--- config.mk ---
export PLATFORM = sky130hd
export DESIGN_NAME = ct_split
export DESIGN_NICKNAME = d
export VERILOG_FILES = /design/src/rtl/ct_pkg.sv /design/src/rtl/ct_skid.sv /design/src/rtl/ct_split.sv
export SDC_FILE = /design/constraint.sdc
export NUM_CORES = 1
export LEC_CHECK = 0
export CAP_MARGIN = 25
export CORE_AREA = 4 4 41 43
export CTS_CLUSTER_DIAMETER = 80
export DETAILED_ROUTE_END_ITERATION = 8
export DIE_AREA = 0 0 45 47
export HOLD_SLACK_MARGIN = 0.1
export MAX_ROUTING_LAYER = met4
export PLACE_DENSITY_LB_ADDON = 0.2
export SLEW_MARGIN = 20
export SYNTH_ARGS = -nofsm -noshare
export SYNTH_HDL_FRONTEND = slang
export SYNTH_HIERARCHICAL = 1
export SYNTH_SLANG_ARGS = --single-unit
export TNS_END_PERCENT = 20
--- constraint.sdc ---
create_clock -name clk -period 2.13 [get_ports clk]
set_input_delay 0.426 -clock clk [delete_from_list [all_inputs] [get_ports clk]]
set_output_delay 0.426 -clock clk [all_outputs]
set_load 0.05 [all_outputs]
--- src/rtl/ct_pkg.sv ---
// rtl/ct_pkg.sv - shared routing state encoding and width helper for the crossbar split/merge stages
package ct_pkg;

  typedef enum logic {
    S_HEAD = 1'b0,
    S_BODY = 1'b1
  } state_e;

  // Bits needed to represent value (minimum 1), used to size the destination field.
  function automatic int CLogB2(input int value);
    int bits;
    bits = 1;
    for (int i = 1; i < 32; i++) begin
      if ((value >> i) != 0) bits = i + 1;
    end
    return bits;
  endfunction

endpackage

--- src/rtl/ct_skid.sv ---
// rtl/ct_skid.sv - two-entry skid buffer with registered upstream ready
module ct_skid #(
  parameter int WIDTH = 1
) (
  input  logic             clk,
  input  logic             reset_n,
  input  logic [WIDTH-1:0] i_data,
  input  logic             i_valid,
  output logic             o_ready,
  output logic [WIDTH-1:0] o_data,
  output logic             o_valid,
  input  logic             i_ready
);

  logic [WIDTH-1:0] main_data_q, main_data_d;
  logic [WIDTH-1:0] skid_data_q, skid_data_d;
  logic             main_full_q, main_full_d;
  logic             skid_full_q, skid_full_d;
  logic             ready_q, ready_d;
  logic             fire, accept;

  assign fire    = main_full_q && i_ready;
  assign accept  = i_valid && ready_q;
  assign o_data  = main_data_q;
  assign o_valid = main_full_q;
  assign o_ready = ready_q;

  // Next-state for both entries: the skid entry always drains into main first so order is kept.
  always_comb begin
    main_data_d = main_data_q;
    main_full_d = main_full_q;
    skid_data_d = skid_data_q;
    skid_full_d = skid_full_q;
    if (fire || !main_full_q) begin
      if (skid_full_q) begin
        main_data_d = skid_data_q;
        main_full_d = 1'b1;
        skid_full_d = accept;
        if (accept) skid_data_d = i_data;
      end else begin
        main_full_d = accept;
        if (accept) main_data_d = i_data;
      end
    end else if (accept) begin
      skid_full_d = 1'b1;
      skid_data_d = i_data;
    end
    ready_d = !skid_full_d;
  end

  // Entry registers; ready comes up one edge after reset release because it is registered.
  always_ff @(posedge clk or negedge reset_n) begin
    if (!reset_n) begin
      main_data_q <= '0;
      skid_data_q <= '0;
      main_full_q <= 1'b0;
      skid_full_q <= 1'b0;
      ready_q     <= 1'b0;
    end else begin
      main_data_q <= main_data_d;
      skid_data_q <= skid_data_d;
      main_full_q <= main_full_d;
      skid_full_q <= skid_full_d;
      ready_q     <= ready_d;
    end
  end

endmodule

--- src/rtl/ct_split.sv ---
// rtl/ct_split.sv - packet demultiplexer steering whole packets to one of RADIX outputs
module ct_split
  import ct_pkg::*;
#(
  parameter int RADIX    = 2,
  parameter int WIDTH    = 1,
  parameter int EOP_LOC  = 0,
  parameter int DEST_LOC = 1
) (
  input  logic               clk,
  input  logic               reset_n,
  input  logic [WIDTH-1:0]   i_data,
  input  logic               i_valid,
  output logic               o_ready,
  output logic [RADIX*WIDTH-1:0] o_data,
  output logic [RADIX-1:0]   o_valid,
  input  logic [RADIX-1:0]   i_ready,
  output logic               o_err
);

  localparam int RADBITS = CLogB2(RADIX - 1);

  state_e             state_q;
  logic [RADBITS-1:0] dest_q;
  logic               drop_q;
  logic               err_q;

  logic [RADBITS-1:0] head_dest, cur_dest, sk_dest;
  logic               head_oor, cur_drop, eop, accept;
  logic [WIDTH-1:0]   sk_beat;
  logic               sk_full, sk_ready;

  // Shift rather than part-select so the field extraction stays in range for any legal width.
  assign head_dest = RADBITS'(i_data >> DEST_LOC);
  assign head_oor  = int'(head_dest) >= RADIX;
  assign eop       = i_data[EOP_LOC];
  assign accept    = i_valid && o_ready;
  assign o_err     = err_q;

  // Head beats route on their own field; body beats follow the destination latched at the head.
  always_comb begin
    cur_dest = dest_q;
    cur_drop = drop_q;
    if (state_q == S_HEAD) begin
      cur_dest = head_dest;
      cur_drop = head_oor;
    end
  end

  // Packet routing FSM: latches destination/drop at a multi-beat head, releases at EOP.
  always_ff @(posedge clk or negedge reset_n) begin
    if (!reset_n) begin
      state_q <= S_HEAD;
      dest_q  <= '0;
      drop_q  <= 1'b0;
      err_q   <= 1'b0;
    end else begin
      err_q <= accept && (state_q == S_HEAD) && head_oor;
      if (accept) begin
        case (state_q)
          S_HEAD: begin
            if (!eop) begin
              state_q <= S_BODY;
              dest_q  <= head_dest;
              drop_q  <= head_oor;
            end
          end
          S_BODY: begin
            if (eop) begin
              state_q <= S_HEAD;
              drop_q  <= 1'b0;
            end
          end
          default: state_q <= S_HEAD;
        endcase
      end
    end
  end

  // Dropped beats are still accepted upstream but never enter the buffer.
  ct_skid #(
    .WIDTH(WIDTH + RADBITS)
  ) u_skid (
    .clk    (clk),
    .reset_n(reset_n),
    .i_data ({cur_dest, i_data}),
    .i_valid(i_valid && !cur_drop),
    .o_ready(o_ready),
    .o_data ({sk_dest, sk_beat}),
    .o_valid(sk_full),
    .i_ready(sk_ready)
  );

  // Only the lane matching the head entry's destination can fire; other lanes' ready is ignored.
  assign sk_ready = |(o_valid & i_ready);
  assign o_data   = {RADIX{sk_beat}};

  for (genvar k = 0; k < RADIX; k++) begin : g_lane
    assign o_valid[k] = sk_full && (sk_dest == RADBITS'(k));
  end

endmodule

==> flow_metrics.env <==
export IMPL_routabilityCongestion=0.780
export IMPL_drive_gt1_frac=0.262
export IMPL_pin_count=12
export IMPL_numPlacedInstances=53
export IMPL_n_fill_cell=139
export IMPL_fmax_ghz=0.496
export IMPL_seq_area_um2=175
export IMPL_top_layer_used="met4"
export IMPL_clk_latency_ps=250
export IMPL_num_antenna_cells=0
export IMPL_drtPass1Iterations=2
export IMPL_synth_top_area_cell="dfrtp_1"
export IMPL_core_um2=1300
export IMPL_syn_avg_cell_area_um2=12.9
export IMPL_synth_compound_area_frac=0.0486
export IMPL_setup_viol=0
export IMPL_ys_seq_area_frac=0.486
export IMPL_r2r_cells=5
export IMPL_htreeDepth=1
export IMPL_syn_area_um2=360
export IMPL_regToRegEndpoint="u_skid/skid_data_q[0]$_DFFE_PN0P_"
export IMPL_synth_fa_ha_area_frac=0
export IMPL_tns_ps=0
export IMPL_slowest_delay_ps=790
export IMPL_post_cts_buffers=0
export IMPL_cts_inserted_buffers=3
export IMPL_port_buffers=10
export IMPL_drtIter0Drc=3
export IMPL_synthCells=28
export IMPL_cts_root_buf="clkbuf_4"
export IMPL_fin_crit_sh=0.946
export IMPL_synth_simple_area_share=0.177
export IMPL_cts_resized=0
export IMPL_hpwl_um=483
export IMPL_dieArea_um2=2120
export IMPL_synth_top_family_by_area="multiplexers"
export IMPL_rr_startpoint="u_skid/o_data[1]$_DFFE_PN0P_"
export IMPL_wire_per_inst_um=11.8
export IMPL_fin_nets=49
export IMPL_slew_viol_final=0
export IMPL_initial_core_util=0.277
export IMPL_drc=0
export IMPL_fin_area_um2=495
export IMPL_grt_pass1_vias=253
export IMPL_dpl_cell_area_um2=469
export IMPL_arrival_ps=1590
export IMPL_grt_pass1_wl_um=1080
export IMPL_synthMuxAreaShare=0.236
export IMPL_crit_slowest_cell="clkdlybuf4s50_1"
export IMPL_grt_usage=0.0831
export IMPL_synthXorXnorAreaFrac=0
export IMPL_rsz0062_at_grt="false"
export IMPL_clk_pin_slew_ps=50
export IMPL_pre_cts_slack_ps=191
export IMPL_postCtsHoldBufs=0
export IMPL_worst_hold_path_type="in -> async"
export IMPL_cts_tree="built"
export IMPL_crit_path_start_kind="flip-flop"
export IMPL_period_needed_ps=2020
export IMPL_clk_path_buf_depth=2
export IMPL_ys_warn_count=6
export IMPL_grt_max_degree=8
export IMPL_antenna_found_initial=0
export IMPL_m1WireLength_um=275
export IMPL_required_ps=1700
export IMPL_timing_final_ws_setup_ps=114
export IMPL_dr_wl_met3_um=69
export IMPL_status="complete, no violations"
export IMPL_relSlewSlack=0.667
export IMPL_hold_viol=0
export IMPL_die_w_um=45
export IMPL_drt_total_wl_um=671
export IMPL_synth_cell_type_count=16
export IMPL_fin_cells=57
export IMPL_max_slew_worst_pin_slew_ps=498
export IMPL_r2r_slack_ps=620
export IMPL_synth_seq_cells=7
export IMPL_path_cells="and2_2 -> clkdlybuf4s50_1"
export IMPL_worstSetupPathType="reg -> out"
export IMPL_dieHeight_um=47
export IMPL_ant_nets=0
export IMPL_end_kind="output port"
export IMPL_multi_input_area_um2=178
export IMPL_yosys_area_top_type_share=0.486
export IMPL_cap_viol_max_count=0
export IMPL_viasPerCell=4.30
export IMPL_skew_ps=3.00
export IMPL_area_delta_synth_final_pct=37.5
export IMPL_crit_fanout=4
export IMPL_overflow=0
export IMPL_met2WireLength_um=313
export IMPL_num_vias=245
export IMPL_row_count=13
export IMPL_cts_sinks=7
export IMPL_synthTopCellsByArea="dfrtp_1 49%, mux2_1 13%, mux2_4 8.3%"
per-stage QoR:
step,utilization,hold WS [ps]
after global routing,0.381,449
after floorplan,-,130
after detailed placement,0.361,490
final,0.381,437
after CTS,0.381,432
after global placement,0.361,471
area by class of cell:
type,count,share of cell area
flip-flops and latches,7,0.354
multi-input cells,21,0.359
clock buffers,4,0.0530
well taps,15,0.0379
repair buffers,10,0.197
cells in the final DEF, fill, tap and decap left out, types with 2 or more instances in the layout:
master and count:
clkdlybuf4s50_1 9, dfrtp_1 7, mux2_1 4, conb_1 3
clkbuf_4 3, nand2_1 2, mux2_4 2
how the worst max path moves through the flow:
| stage | from | slack, ps | endpoint |
|---|---|---|---|
| after floorplan | u_skid/o_data[1]$_DFFE_PN0P_ | 730 | u_skid/skid_data_q[0]$_DFFE_PN0P_ |
| after global placement | i_ready[1] | 220 | u_skid/skid_data_q[0]$_DFFE_PN0P_ |
| after detailed placement | i_ready[1] | 190 | u_skid/skid_data_q[0]$_DFFE_PN0P_ |
| after CTS | u_skid/o_data[1]$_DFFE_PN0P_ | 90 | o_valid[1] |
| after global routing | u_skid/o_data[1]$_DFFE_PN0P_ | 50 | o_valid[1] |
| final | u_skid/o_data[1]$_DFFE_PN0P_ | 110 | o_valid[1] |
metal layers:
layer  vias up  global-route usage
li1        115                   -
met1       118              0.0816
met2        10               0.110
met3         2              0.0345
met4         0               0.105
met5         -                   -
sequential cells by signal (all words and copies together), names as in the netlist:
signal and flops:
u_skid/o_data 2, u_skid/skid_data_q 2, u_skid/o_ready 1, u_skid/o_valid 1
u_skid/skid_full_q 1
kinds of logic (layout without fill, tap and decap cells):
kind of cell	count (synthesis)	count (layout)
mux	7	7
simple gates	9	9
other cells	1	3
compound gates	2	2
buf+inv	2	14
flops	7	7
Yosys cell counts:
cell type	count
and2b_2	1
and2_2	1
o211ai_2	1
a21oi_1	1
buf_4	2
nand2_1	2
conb_1	1
mux2_1	4
mux2_4	2
nor2_2	1
nor2b_4	1
and2_1	1
nor2b_1	1
mux2i_1	1
dfrtp_1	7
or2b_1	1
critical path: cells and delay by family (launching register included):
family | cells | cell delay (ps)
buf+inv | 1 | 790
flops | 1 | 390
simple gates | 1 | 160
Power is left out: the tool's default activity adds up to more than one toggle a clock period on the data nets, which glitch-free logic cannot reach.
